File: src/rtl/seg_pattern_fsm.sv
// String-pattern recogniser: checks each \0-framed string of classified characters against
// a programmable sequence of class-mask segments with min/max repeat counts (greedy, no backtracking).
module seg_pattern_fsm #(
  parameter int SEGMENTS = 3,
  parameter int CNT_W    = 4,
  parameter int CLASS_W  = 14,
  localparam int NSEG_W  = $clog2(SEGMENTS + 1),
  localparam int SEG_W   = (SEGMENTS > 1) ? $clog2(SEGMENTS) : 1
) (
  input  logic                         clk,
  input  logic                         rst,
  input  logic                         valid,
  input  logic [CLASS_W-1:0]           cls,
  input  logic                         cfg_load,
  input  logic [SEGMENTS*CLASS_W-1:0]  cfg_mask,
  input  logic [SEGMENTS*CNT_W-1:0]    cfg_min,
  input  logic [SEGMENTS*CNT_W-1:0]    cfg_max,
  input  logic [NSEG_W-1:0]            cfg_nseg,
  input  logic                         cfg_shared,
  output logic                         match,
  output logic                         mismatch,
  output logic                         busy,
  output logic [SEG_W-1:0]             seg_idx,
  output logic [CNT_W-1:0]             cnt
);

  typedef enum logic [1:0] {IDLE, RUN, ERR} state_t;

  localparam int ACC_N = 2 ** (SEG_W + 1);

  state_t             state_reg, state_next;
  logic [SEG_W-1:0]   seg_reg, seg_next;
  logic [CNT_W-1:0]   cnt_reg, cnt_next;
  logic               match_reg, match_next;
  logic               mismatch_reg, mismatch_next;
  logic               busy_reg, busy_next;

  logic [CLASS_W-1:0] mask_reg [SEGMENTS];
  logic [CNT_W-1:0]   min_reg  [SEGMENTS];
  logic [CNT_W-1:0]   max_reg  [SEGMENTS];
  logic [NSEG_W-1:0]  nseg_reg;
  logic               shared_reg;

  logic [CNT_W-1:0]   min_eff  [SEGMENTS];
  logic [CNT_W-1:0]   max_eff  [SEGMENTS];
  logic [ACC_N-1:0]   acc;
  logic [SEG_W-1:0]   last_seg;
  logic [SEG_W:0]     seg_ext, seg_ext_inc;
  logic               cfg_take;
  logic               is_nul;

  assign cfg_take = cfg_load && (state_reg == IDLE);
  assign is_nul   = cls[0];

  // Per-segment config storage and normalisation; raw values are kept, fix-ups applied on read.
  // acc is padded to a power of two so seg+1 can be indexed without range concerns.
  genvar gi;
  generate
    for (gi = 0; gi < ACC_N; gi++) begin : g_seg
      if (gi < SEGMENTS) begin : g_act
        always_ff @(posedge clk) begin
          if (rst) begin
            mask_reg[gi] <= '0;
            min_reg[gi]  <= '0;
            max_reg[gi]  <= '0;
          end else if (cfg_take) begin
            mask_reg[gi] <= cfg_mask[gi*CLASS_W +: CLASS_W];
            min_reg[gi]  <= cfg_min[gi*CNT_W +: CNT_W];
            max_reg[gi]  <= cfg_max[gi*CNT_W +: CNT_W];
          end
        end
        assign min_eff[gi] = (min_reg[gi] == '0) ? CNT_W'(1) : min_reg[gi];
        assign max_eff[gi] = (max_reg[gi] < min_eff[gi]) ? min_eff[gi] : max_reg[gi];
        // Bit 0 (\0) is excluded so the delimiter never counts as a segment character.
        assign acc[gi] = |(cls[CLASS_W-1:1] & mask_reg[gi][CLASS_W-1:1]);
      end else begin : g_pad
        assign acc[gi] = 1'b0;
      end
    end
  endgenerate

  always_ff @(posedge clk) begin
    if (rst) begin
      nseg_reg   <= '0;
      shared_reg <= 1'b0;
    end else if (cfg_take) begin
      nseg_reg   <= cfg_nseg;
      shared_reg <= cfg_shared;
    end
  end

  always_comb begin
    if (nseg_reg == '0)
      last_seg = '0;
    else if (nseg_reg > NSEG_W'(SEGMENTS))
      last_seg = SEG_W'(SEGMENTS - 1);
    else
      last_seg = SEG_W'(nseg_reg - NSEG_W'(1));
  end

  assign seg_ext     = {1'b0, seg_reg};
  assign seg_ext_inc = seg_ext + (SEG_W+1)'(1);

  always_comb begin
    state_next    = state_reg;
    seg_next      = seg_reg;
    cnt_next      = cnt_reg;
    match_next    = 1'b0;
    mismatch_next = 1'b0;
    if (valid) begin
      case (state_reg)
        IDLE: begin
          if (is_nul) begin
            state_next = RUN;
            seg_next   = '0;
            cnt_next   = '0;
          end
        end
        RUN: begin
          if (is_nul) begin
            if ((seg_reg == last_seg) && (cnt_reg >= min_eff[seg_reg]))
              match_next = 1'b1;
            else
              mismatch_next = 1'b1;
            state_next = shared_reg ? RUN : IDLE;
            seg_next   = '0;
            cnt_next   = '0;
          end else if ((cnt_reg < max_eff[seg_reg]) && acc[seg_ext]) begin
            cnt_next = cnt_reg + CNT_W'(1);
          end else if ((seg_reg < last_seg) && (cnt_reg >= min_eff[seg_reg]) && acc[seg_ext_inc]) begin
            seg_next = seg_reg + SEG_W'(1);
            cnt_next = CNT_W'(1);
          end else begin
            state_next = ERR;
          end
        end
        ERR: begin
          if (is_nul) begin
            mismatch_next = 1'b1;
            state_next    = shared_reg ? RUN : IDLE;
            seg_next      = '0;
            cnt_next      = '0;
          end
        end
        default: begin
          state_next = IDLE;
        end
      endcase
    end
    busy_next = (state_next != IDLE);
  end

  always_ff @(posedge clk) begin
    if (rst) begin
      state_reg    <= IDLE;
      seg_reg      <= '0;
      cnt_reg      <= '0;
      match_reg    <= 1'b0;
      mismatch_reg <= 1'b0;
      busy_reg     <= 1'b0;
    end else begin
      state_reg    <= state_next;
      seg_reg      <= seg_next;
      cnt_reg      <= cnt_next;
      match_reg    <= match_next;
      mismatch_reg <= mismatch_next;
      busy_reg     <= busy_next;
    end
  end

  assign match    = match_reg;
  assign mismatch = mismatch_reg;
  assign busy     = busy_reg;
  assign seg_idx  = seg_reg;
  assign cnt      = cnt_reg;

endmodule

File: config.mk
export PLATFORM = sky130hd
export DESIGN_NAME = seg_pattern_fsm
export DESIGN_NICKNAME = d
export VERILOG_FILES = /design/src/rtl/seg_pattern_fsm.sv
export SDC_FILE = /design/constraint.sdc
export NUM_CORES = 1
export LEC_CHECK = 0
export CAP_MARGIN = 5
export CORE_MARGIN = 5
export CORE_UTILIZATION = 30
export DETAILED_ROUTE_END_ITERATION = 6
export HOLD_SLACK_MARGIN = 0.02
export SYNTH_ARGS = -nofsm -noshare
export SYNTH_HDL_FRONTEND = slang
export SYNTH_SLANG_ARGS = --single-unit
File: constraint.sdc
create_clock -name clk -period 7.6 [get_ports clk]
set_clock_uncertainty 0.1 [all_clocks]
set_input_delay 1.52 -clock clk [delete_from_list [all_inputs] [get_ports clk]]
set_output_delay 1.52 -clock clk [all_outputs]
set_load 0.02 [all_outputs]
# Word level (Yosys, flattened, before mapping)

Memory sizes are Yosys's and may differ from the RTL's.
Cells that the tools add are included.

Bits of input ports: 87
Flip-flop bits (word level): 14
Word-level logic and storage cells: 123
Memories: 3
Bits in writable memories: 66
Output and inout port bits: 9

Magnitude comparators: 10
Multiplexer cells: 55
Add/sub/neg operators: 4
Equality and inequality tests: 7
Reduce and logical (&&, ||, !) cells: 20
Bitwise logic cells: 16

Memory list:

| memory   | depth | bits a word | rd ports | clocked after memory_dff | write ports | RTL line | source |
|---|---|---|---|---|---|---|---|
| mask_reg | 3     | 14          | 3        | 0                        | 3           | 38       | `logic [CLASS_W-1:0] mask_reg [SEGMENTS];` |
| max_reg  | 3     | 4           | 3        | 0                        | 3           | 40       | `logic [CNT_W-1:0] max_reg [SEGMENTS];` |
| min_reg  | 3     | 4           | 3        | 0                        | 3           | 39       | `logic [CNT_W-1:0] min_reg [SEGMENTS];` |

Operator list:

| kind                                                                         | count |
|---|---|
| 4-bit two-way mux                                                            | 20 |
| 14-bit two-way mux                                                           | 3 |
| 13-bit AND                                                                   | 3 |
| 13-bit OR reduction                                                          | 3 |
| 2-bit two-way mux                                                            | 12 |
| 4-bit binary-select mux with 2-bit select                                    | 2 |
| 4-bit less-than comparator                                                   | 4 |
| 4-bit logical NOT                                                            | 3 |
| 1-bit two-way mux                                                            | 12 |
| 1-bit bitwise OR                                                             | 9 |
| 4-bit one-hot mux with 2 select lines                                        | 1 |
| 3-bit != test, second input constant                                         | 2 |
| 2-bit one-hot mux with 3 select lines                                        | 1 |
| 1-bit logical AND                                                            | 5 |
| 5-bit AND reduction                                                          | 1 |
| 4-bit by 1-bit adder with 4-bit output, second input constant                | 1 |
| 4-bit greater-or-equal comparator                                            | 1 |
| 2-bit logical NOT                                                            | 2 |
| 2-bit by 4-bit less-than comparator with 1-bit output, second input constant | 1 |
| 3-bit by 4-bit less-than comparator with 1-bit output, second input constant | 1 |
| 4-bit != test, second input constant                                         | 1 |
| 2-bit one-hot mux with 2 select lines                                        | 1 |
| 4-bit AND reduction                                                          | 1 |
| 2-bit nonzero test                                                           | 2 |
| other kinds (17)                                                             | 20 |

# Longest topological paths before layout

Gate-level depths: netlist (run 1).
An unclocked memory read counts as a cell.

Depth after elaboration: 15
Gate-level depth with buffers: 16

# Worst setup path after synthesis (run 1)

OpenSTA, ideal clock, no wires.

Kind: reg-to-reg
Start: memory min_reg[1][3]
End: register cnt_reg[1] (netlist: cnt[1])
Clock period less this slack: 3.711 ns
Setup time: 0.070 ns
Stages on the path, launching flop included: 15
Path slack: 3.889 ns
Buffers on the path: 0
Arrival: 3.541 ns
Required time: 7.430 ns
Cells stage by stage: edfxtp_1 -> inv_1 -> a31oi_1 -> o21ai_0 -> a221oi_1 -> mux2i_1 -> mux2_2 -> o22a_1 -> ha_1 -> nor3_1 -> or4b_1 -> a41oi_1 -> o211ai_4 -> o41a_1 -> a21oi_1

RTL lines:

| element              | RTL line | source |
|---|---|---|
| start, declared      | 39       |  |
| end signal, assigned | 164      | `cnt_reg <= cnt_next;` |
| end, declared        | 33       | `logic [CNT_W-1:0] cnt_reg, cnt_next;` |

==> results of run 1 <==
cells by family (layout without fill, tap and decap cells):
family | Yosys count | after routing
adder cells (fa/ha/maj) | 26 | 26
multiplexers | 15 | 15
flip-flops | 77 | 77
AO/OA/AOI/OAI | 89 | 89
buffers and inverters | 32 | 131
AND/OR/NAND/NOR | 145 | 145
worst min path at each step:
stage | to | depth (start not counted) | start
floorplan | shared_reg$_SDFFE_PP0P_ | 1 | shared_reg$_SDFFE_PP0P_
global placement | nseg_reg[1]$_SDFFE_PP0P_ | 1 | nseg_reg[1]$_SDFFE_PP0P_
detailed placement | nseg_reg[0]$_SDFFE_PP0P_ | 1 | nseg_reg[0]$_SDFFE_PP0P_
CTS | nseg_reg[0]$_SDFFE_PP0P_ | 1 | nseg_reg[0]$_SDFFE_PP0P_
global route | nseg_reg[0]$_SDFFE_PP0P_ | 1 | nseg_reg[0]$_SDFFE_PP0P_
finish | nseg_reg[1]$_SDFFE_PP0P_ | 1 | nseg_reg[1]$_SDFFE_PP0P_
per-stage QoR:
step	total power [mW]	utilization, %
2_1_floorplan	0.634	-
3_3_place_gp	0.713	38.7
3_5_place_dp	0.721	38.7
4_1_cts	1.22	41.2
5_1_grt	1.26	41.2
6_report	1.21	41.2
routing by layer:
layer | GRT usage (%) | routed length (µm) | share of wire, % | vias up
met5 | 0 | 0 | 0 | -
met4 | 6.05 | 238 | 2.2 | 0
met3 | 3.67 | 711 | 6.7 | 19
met2 | 22.3 | 5110 | 48 | 106
met1 | 15.9 | 4530 | 43 | 1529
li1 | - | - | - | 1619
power by group:
part	leakage (nW)	total, mW	switching [mW]	internal, mW
Sequential	0.799	0.511	0.0173	0.494
Clock	0.164	0.494	0.172	0.323
Combinational	1.21	0.200	0.0973	0.103
synth_stat cells, types with 3 or more instances:
master,count
clkbuf_1,8
and3_1,4
o21ai_1,3
nor3_1,10
nand4_1,3
a22oi_1,11
nand3_1,5
a222oi_1,3
a211oi_1,3
nor3b_1,4
a22o_1,5
and2_1,65
nor2b_1,6
o21ai_0,11
nor2_1,20
nand2_1,11
a21oi_1,21
a221oi_1,3
edfxtp_1,63
dfxtp_1,14
mux2i_1,13
nand2b_1,7
a31oi_1,3
ha_1,26
inv_1,21
layout make-up:
type | instances | share of cell area, %
Sequential cell | 77 | 37.9
Multi-Input combinational cell | 275 | 34.6
Timing Repair Buffer | 93 | 16.2
Clock buffer | 11 | 4.06
Tap cell | 180 | 3.92
Clock inverter | 5 | 1.88
Inverter | 22 | 1.48
worst reg2reg max path, delay by kind of cell, from the launching register on:
kind                     cells  cell delay (ns)
AND/OR/NAND/NOR              2             0.70
adder cells (fa/ha/maj)      1             0.23
multiplexers                 3             0.64
flip-flops                   1             0.39
AO/OA/AOI/OAI                7             2.10
buffers and inverters        1             0.08
==> key figures, run 1 <==
Yosys
  – Synth top area cells: edfxtp_1 (44%), and2_1 (9.5%), ha_1 (7.6%)
  – Syn avg cell area: ~11 µm²
  – Synth cell types: 57
  – Sequential cell area fraction in the yosys report: a little over 50%
  – Post-synth EDFFs: between 60 and 70
  – Top FF cell, synth: edfxtp_1
  – Post-synthesis mux area share: around 3.6%
  – Netlist Area Pre-Place: roughly 4300 µm²
  – Adder-cell area share of the yosys netlist: between 7 and 8%
  – Post-Synth Simple-Gate Area: between 10% and 20%
  – Largest family of logic cells by synthesized area: simple AND/OR/NAND/NOR gates
  – Syn nets: slightly below 500
  – XOR/XNOR share of the synthesized area: 0%
  – Compound-Gate Fraction of Synth Area: between 15 and 20%
  – Register bit total from synthesis: 77
  – Area leader, netlist: edfxtp_1
  – Synth Instances: 384
  – Ys Warns: 0
  – Asr flop ratio synth: 0%
  – Share of the synthesized area in the top cell type: between 40% and 50%

Pwr
  – PD cells: around 210 nW/µm²
  – Peak supply drop: roughly 0.089 mV
  – Pleak: between 2 and 2.5 nW

CTS
  – Cts repair resizes: 0
  – Max clock buf depth: 2
  – Root buffer cell: clkbuf_16
  – Clock H-tree levels: 3
  – Clock sink count: 77
  – Clock transition at path regs: ~0.060 ns
  – Num CTS Buffers: 9
  – Post-CTS setup buffer count: 0
  – Clock insertion delay at the later pin of the skew report: around 0.34 ns
  – Post-CTS Hold Buffers: 0
  – CTS tree: yes

Critical path
  – Buffers & Inverters on Critical Path: 1
  – Worst reg-to-reg setup slack: between 3 and 4 ns
  – Crit path kind: flop to flop
  – Worst path cell trace: inv_1 > a31oi_1 > o21ai_0 > a221oi_1 > mux2i_1 > mux2_2 > o22a_1 > ha_1 > nor3_1 > or4b_1 > a41oi_1 > o211ai_4 > a31oi_1 > mux2i_1
  – CP peak stage delay: 0.48 ns
  – CP Depth: 14
  – Crit Path Max Fanout: 9
  – RR Endpoint: cnt[0]$_SDFFE_PP0P_
  – CP required: between 7 and 8 ns
  – Startpoint Class: flop
  – Reg2reg path depth: 14
  – CP Launch Point: min_reg[1][2]$_SDFFCE_PN0P_
  – Crit path DAT: 4.48 ns
  – Delay-heaviest family, CP: compound AO/OA/AOI/OAI gates
  – Crit path max-delay cell type: a221oi_1
  – Reg-to-reg startpoint: min_reg[1][2]$_SDFFCE_PN0P_
  – Crit path capture: cnt[0]$_SDFFE_PP0P_
  – Critical path endpoint category: flop

Floorplanning
  – Die width: between 100 and 150 µm
  – Initial core utilization: between 30% and 40%
  – Die height: roughly 130 µm
  – Die area: 16800 µm²
  – Number of top-level pins: 96
  – # rows: 43
  – Core area: 13900 µm²

Route
  – Via count: 3273
  – Pre-antenna DRT Iters: 4
  – Final wirelength: around 11 mm
  – DR iter-0 viols: 133
  – Post-route DRC: 0
  – Routed Antenna Nets: 0
  – Drt wl/cell: between 15 and 20 µm
  – Vias/cell: 4.94

Placed design
  – Placed Area: approximately 5400 µm²
  – Placed cell count: about 650
  – Number of port buffers: 92
  – Worst slack at placement: ~3.3 ns
  – Hpwl dp: between 8 and 9 mm
  – Placer Congestion: between 0.8 and 0.9

Finish
  – Area used by multi-input combinational logic: approximately 2000 µm²
  – Antenna diode count: 0
  – Post-route insts no fill: 663
  – Filler cells: 1317
  – Layout area overhead: 34.0%
  – Number of flip-flops in the largest register: 39
  – Reg area: 2170 µm²
  – # nets final: 591
  – Final instance area: approximately 5700 µm²
  – Commonest non-fill, non-tap cell in the layout: clkdlybuf4s50_1
  – Share of layout cells above drive strength 1: 5.80%
  – Most frequent cells in the layout: clkdlybuf4s50_1 (92), and2_1 (65), edfxtp_1 (63)

GRT
  – Global-route wire length before repair: between 15 and 20 mm
  – Initial antenna violation count: 0
  – GR Util All Layers: between 10% and 20%
  – Vias in the first global route: 3548
  – Largest net degree at the start of global routing: between 60 and 70
  – Congestion Overflow GR: 0

STA
  – Tcrit/Tclk final: between 50% and 60%
  – Hold violation count in the final report: 0
  – Fin worst setup slack: approximately 3.3 ns
  – Slew HR: 29.8%
  – TNS Setup: 0 ns
  – Max Fclk: roughly 230 MHz
  – Slew @ Worst Pin: between 1 and 1.5 ns
  – Final slew viol count: 0
  – Final hold slack: between 0.4 and 0.5 ns
  – Tmin final: 4.31 ns
  – RSZ-0062 raised after global routing: false
  – Setup violators final: 0

Status
  – Status: finished, final reports clean

Min path
  – HP Class: flop to flop

Job
  – MaxCap Viol Count: 0
(Power assumes the default switching activity.)
==> run 2, diff against run 1 <==
- clock period: 7.6 -> 4.2 ns (I/O delays scaled with it)
==> key figures, run 2 (synthesized netlist as in run 1, its figures left out) <==
Pwr
  – Switching portion of total power: 23.6% (-0.13 points)
  – Pleak: 2.19 nW (+1.1%)
  – PD cells: 363 nW/µm² (+73%)
  – Clock power share: 37.7% (-3.3 points)
  – Peak supply drop: 0.155 mV (+75%)
  – Combinational share of power: 18.3% (+1.7 points)
  – Sequential share of power: 44.0% (+1.6 points)
  – NetSw: 0.496 mW (+73%)
  – Int Pwr: 1.60 mW (+75%)

STA
  – Tcrit/Tclk final: 92.2% (+35 points)
  – Final slew viol count: 0 (unchanged)
  – Slew HR: 60.4% (+31 points)
  – Fin worst setup slack: 0.329 ns (-2.96 ns)
  – TNS Setup: 0 ns (unchanged)
  – Setup violators final: 0 (unchanged)
  – Max Fclk: 258 MHz (+11%)
  – RSZ-0062 raised after global routing: false
  – Tmin final: 3.87 ns (-0.441 ns)
  – Hold violation count in the final report: 0 (unchanged)
  – Slew @ Worst Pin: 0.592 ns (-0.458 ns)

Critical path
  – Crit path DAT: 4.03 ns (-0.45 ns)
  – Crit Path Max Fanout: 7 (-2)
  – Startpoint Class: flop
  – Worst path cell trace: inv_1 > ha_1 > o21ai_0 > a221oi_2 > buf_4 > mux2i_1 > mux2_2 > o22a_1 > ha_1 > nor3_2 > or4b_1 > a41oi_1 > buf_4 > o211ai_4 > o41a_1 > a21oi_1
  – Crit path max-delay cell type: or4b_1
  – Crit path kind: flop to flop
  – Critical path endpoint category: flop
  – CP required: 4.36 ns (-3.41 ns)
  – CP peak stage delay: 0.48 ns (about the same)
  – Buffers & Inverters on Critical Path: 3 (+2)
  – Delay-heaviest family, CP: compound AO/OA/AOI/OAI gates

GRT
  – Congestion Overflow GR: 0 (unchanged)
  – Initial antenna violation count: 0 (unchanged)
  – Vias in the first global route: 3607 (+1.7%)
  – Largest net degree at the start of global routing: 63 (-6.0%)
  – Global-route wire length before repair: 17.7 mm (+1.5%)
  – GR Util All Layers: 13.5% (+0.23 points)

Floorplanning
  – Initial core utilization: 30.7% (unchanged)
  – Core area: 13900 µm² (unchanged)
  – Die area: 16800 µm² (unchanged)
  – # rows: 43 (unchanged)
  – Die height: 129 µm (unchanged)
  – Number of top-level pins: 96 (unchanged)
  – Die width: 129 µm (unchanged)

CTS
  – Clock sink count: 77 (unchanged)
  – Clock transition at path regs: 0.06 ns (about the same)
  – Clock insertion delay at the later pin of the skew report: 0.33 ns (about the same)
  – Max clock buf depth: 2 (unchanged)
  – Clock H-tree levels: 3 (unchanged)
  – CTS tree: yes
  – Num CTS Buffers: 9 (unchanged)
  – Root buffer cell: clkbuf_16
  – Post-CTS Hold Buffers: 0 (unchanged)

Route
  – DR iter-0 viols: 170 (+28%)
  – Final wirelength: 10.7 mm (+1.2%)
  – Post-route DRC: 0 (unchanged)
  – Routed Antenna Nets: 0 (unchanged)
  – Vias/cell: 4.91 (-0.44%)
  – Pre-antenna DRT Iters: 4 (unchanged)
  – Via count: 3288 (+0.46%)
  – Drt wl/cell: 16.0 µm (+0.29%)

Finish
  – Share of layout cells above drive strength 1: 7.57% (+1.8 points)
  – Finished Core Util: 41.5% (+0.36 points)
  – Reg area: 2170 µm² (unchanged)
  – Area used by multi-input combinational logic: 2010 µm² (+1.1%)
  – Filler cells: 1329 (+0.91%)
  – Layout area overhead: 35.2%
  – Most frequent cells in the layout: clkdlybuf4s50_1 (92), and2_1 (65), edfxtp_1 (63)
  – Antenna diode count: 0 (unchanged)
  – Number of flip-flops in the largest register: 39 (unchanged)
  – Commonest non-fill, non-tap cell in the layout: clkdlybuf4s50_1
  – # nets final: 598 (+1.2%)

Status
  – Status: finished, final reports clean

Placed design
  – Worst slack at placement: 0.0991 ns (-3.19 ns)
  – Hpwl dp: 8.56 mm (+4.1%)
  – Number of port buffers: 92 (unchanged)
  – Placer Congestion: 0.849 (-2.8%)

Job
  – MaxCap Viol Count: 0 (unchanged)

Min path
  – HP Class: flop to flop
[run 2: area by class of cell]
cell class / instances / area share [%]
multi-input cells: 275 / 34.7
repair buffers: 100 / 17.2
flip-flops and latches: 77 / 37.5
well taps: 180 / 3.89
clock buffers: 9 / 3.89
clock inverters: 6 / 1.36
inverters: 22 / 1.47
[run 2: worst register-to-register path, delay by kind of cell, from the launching register on]
kind                       cells  cell delay, ns
AOI/OAI and AO/OA              7            1.38
adders and majority gates      2            0.52
DFF                            1            0.40
muxes                          2            0.34
buffers and inverters          3            0.40
and+or+nand+nor                2            0.67
[run 2: per-stage QoR]
stage | hold WS [ns] | instances | cell area, µm² | total power, mW
after floorplan | 0.362 | 384 | 4280 | 1.15
after global placement | 0.387 | 654 | 5460 | 1.31
after detailed placement | 0.408 | 654 | 5460 | 1.32
after CTS | 0.422 | 669 | 5770 | 2.12
after global routing | 0.449 | 669 | 5790 | 2.20
final | 0.417 | 669 | 5790 | 2.10
[run 2: metal layers]
layer  part of all wire, %  track usage [%]  vias up  wire length, µm
met4                   1.6             5.13        0              173
li1                      -                -     1636                -
met3                   6.2             3.42       15              661
met5                     0                0        -                0
met2                    49             22.9      107             5260
met1                    43             16.6     1530             4620
[run 2: what timing repair did]
action / in CTS / in global routing
setup buffers: 0 / 0
gates resized for setup: 0 / 5
hold endpoints to repair: 0 / 0
endpoints found under the setup margin: 0 / 7
[run 2: final timing paths]
kind / slack (ns) / from / depth (start not counted) / end
max: 0.33 / min_reg[1][1]$_SDFFCE_PN0P_ / 16 / cnt[1]$_SDFFE_PP0P_
min: 0.42 / nseg_reg[0]$_SDFFE_PP0P_ / 1 / nseg_reg[0]$_SDFFE_PP0P_
max reg2reg: 0.33 / min_reg[1][1]$_SDFFCE_PN0P_ / 16 / cnt[1]$_SDFFE_PP0P_
min reg2reg: 0.42 / nseg_reg[0]$_SDFFE_PP0P_ / 1 / nseg_reg[0]$_SDFFE_PP0P_
[run 2: power groups by stage]
stage          Sequential [mW]  Combinational, mW  Clock (mW)
3_5_place_dp             0.940              0.382           0
2_1_floorplan            0.931              0.217           0
6_report                 0.924              0.385       0.793
4_1_cts                  0.924              0.384       0.810
3_3_place_gp             0.937              0.369           0
5_1_grt                  0.931              0.429       0.837
==> run 3, diff against run 2 <==
==> constraint.sdc (replaced) <==
create_clock -name clk -period 3.28 [get_ports clk]
set_clock_uncertainty 0.1 [all_clocks]
set_input_delay 0.82 -clock clk [delete_from_list [all_inputs] [get_ports clk]]
set_output_delay 0.82 -clock clk [all_outputs]
set_load 0.02 [all_outputs]
==> key figures, run 3 (synthesized netlist as in run 1, its figures left out) <==
CTS
  – CTS tree: yes
  – Clock transition at path regs: 0.06 ns (about the same)
  – Clock sink count: 77 (unchanged)
  – Root buffer cell: clkbuf_16
  – Max clock buf depth: 2 (unchanged)
  – Post-CTS Hold Buffers: 0 (unchanged)
  – Clock insertion delay at the later pin of the skew report: 0.34 ns (about the same)
  – Num CTS Buffers: 9 (unchanged)
  – Clock H-tree levels: 3 (unchanged)

Route
  – DR iter-0 viols: 113 (-34%)
  – Via count: 3558 (+8.2%)
  – Drt wl/cell: 15.9 µm (-0.63%)
  – Routed Antenna Nets: 0 (unchanged)
  – Vias/cell: 4.91 (-0.15%)
  – Post-route DRC: 0 (unchanged)
  – Final wirelength: 11.5 mm (+7.7%)
  – Pre-antenna DRT Iters: 5 (+1)

Placed design
  – Placed cell count: 693 (+6.0%)
  – Worst slack at placement: -0.477 ns (-0.576 ns)
  – Hpwl dp: 8.55 mm (-0.11%)
  – Number of port buffers: 92 (unchanged)
  – Placer Congestion: 0.824 (-3.0%)
  – Placed Area: 5850 µm² (+7.0%)

Critical path
  – CP required: 3.45 ns (-0.91 ns)
  – Critical path endpoint category: flop
  – Reg-to-reg startpoint: min_reg[1][3]$_SDFFCE_PN0P_
  – CP Launch Point: min_reg[1][3]$_SDFFCE_PN0P_
  – Crit path kind: flop to flop
  – Crit Path Max Fanout: 4 (-3)
  – Startpoint Class: flop
  – Crit path DAT: 3.84 ns (-0.19 ns)

GRT
  – Global-route wire length before repair: 18.4 mm (+4.3%)
  – Congestion Overflow GR: 0 (unchanged)
  – GR Util All Layers: 14.2% (+0.73 points)
  – Largest net degree at the start of global routing: 67 (+6.3%)
  – Vias in the first global route: 3719 (+3.1%)
  – Initial antenna violation count: 0 (unchanged)

Floorplanning
  – Die area: 16800 µm² (unchanged)
  – Initial core utilization: 30.7% (unchanged)
  – Number of top-level pins: 96 (unchanged)
  – Die width: 129 µm (unchanged)
  – # rows: 43 (unchanged)
  – Core area: 13900 µm² (unchanged)
  – Die height: 129 µm (unchanged)

STA
  – Hold violation count in the final report: 0 (unchanged)
  – Slew @ Worst Pin: 0.493 ns (-0.0990 ns)
  – Slew HR: 67.1% (+6.6 points)
  – Final slew viol count: 0 (unchanged)
  – TNS Setup: -2.63 ns (-2.63 ns)
  – Tmin final: 3.67 ns (-0.201 ns)
  – Final hold slack: 0.414 ns (-0.00338 ns)
  – Setup violators final: 9 (+9)
  – Max Fclk: 272 MHz (+5.5%)
  – RSZ-0062 raised after global routing: true
  – Tcrit/Tclk final: 112% (+20 points)
  – Fin worst setup slack: -0.390 ns (-0.719 ns)

Finish
  – Layout area overhead: 49.2%
  – Antenna diode count: 0 (unchanged)
  – Final instance area: 6390 µm² (+10%)
  – Post-route insts no fill: 725 (+8.4%)
  – Commonest non-fill, non-tap cell in the layout: clkdlybuf4s50_1
  – # nets final: 653 (+9.2%)
  – Number of flip-flops in the largest register: 39 (unchanged)
  – Finished Core Util: 45.8% (+4.3 points)
  – Most frequent cells in the layout: clkdlybuf4s50_1 (92), and2_1 (65), edfxtp_1 (63)
  – Share of layout cells above drive strength 1: 22.6% (+15 points)

Min path
  – Hold Startpoint: nseg_reg[1]$_SDFFE_PP0P_
  – HP Class: flop to flop

Status
  – Failing checks: setup timing
  – Status: finished, violations left

Pwr
  – PD cells: 450 nW/µm² (+24%)
  – Peak supply drop: 0.274 mV (+77%)
  – Pleak: 2.49 nW (+14%)
  – Power Total: 2.87 mW (+37%)

Job
  – MaxCap Viol Count: 0 (unchanged)
## run 3: worst max-delay path: stages (launching register included)
cell and delay (ns):
edfxtp_1 0.41, inv_2 0.15, ha_4 0.23, a221oi_4 0.32
mux2i_1 0.12, mux2_2 0.27, o22a_1 0.23, ha_4 0.19
nor3_4 0.19, or4b_4 0.51, a41oi_4 0.20, o211ai_4 0.13
o41a_1 0.38, a21oi_1 0.15
## run 3: final cells by class
class / instances / area, µm²
multi-input combinational: 275 / 2190
inverter: 22 / 87.6
timing repair buffer: 155 / 1410
tap: 180 / 225
fill: 1286 / 7550
sequential: 77 / 2170
clock buffer: 9 / 225
clock inverter: 7 / 72.6
## run 3: final timing paths
path	endpoint	slack, ns	depth (start not counted)
setup / recovery	cnt[1]$_SDFFE_PP0P_	-0.39	13
hold / removal	nseg_reg[1]$_SDFFE_PP0P_	0.41	1
setup reg to reg	cnt[1]$_SDFFE_PP0P_	-0.39	13
hold reg to reg	nseg_reg[1]$_SDFFE_PP0P_	0.41	1
## run 3: what timing repair did
item	in CTS	in global routing
endpoints found under the setup margin	9	9
gates resized for setup	14	17
buffers inserted	16	1
pin swaps	10	6
## run 3: power breakdown
group | switching, mW | internal [mW] | total (mW)
combinational | 0.302 | 0.390 | 0.692
clock | 0.412 | 0.591 | 1.00
sequential | 0.0369 | 1.14 | 1.18
## run 3: routing by layer
| metal | vias up | part of all wire (%) | routed length [µm] | track usage (%) |
|---|---|---|---|---|
| met5 | - | 0 | 0 | 0 |
| met4 | 0 | 1.9 | 215 | 6.30 |
| met3 | 15 | 6.1 | 707 | 4.04 |
| met2 | 118 | 48 | 5490 | 22.8 |
| met1 | 1678 | 44 | 5130 | 18.0 |
| li1 | 1747 | - | - | - |
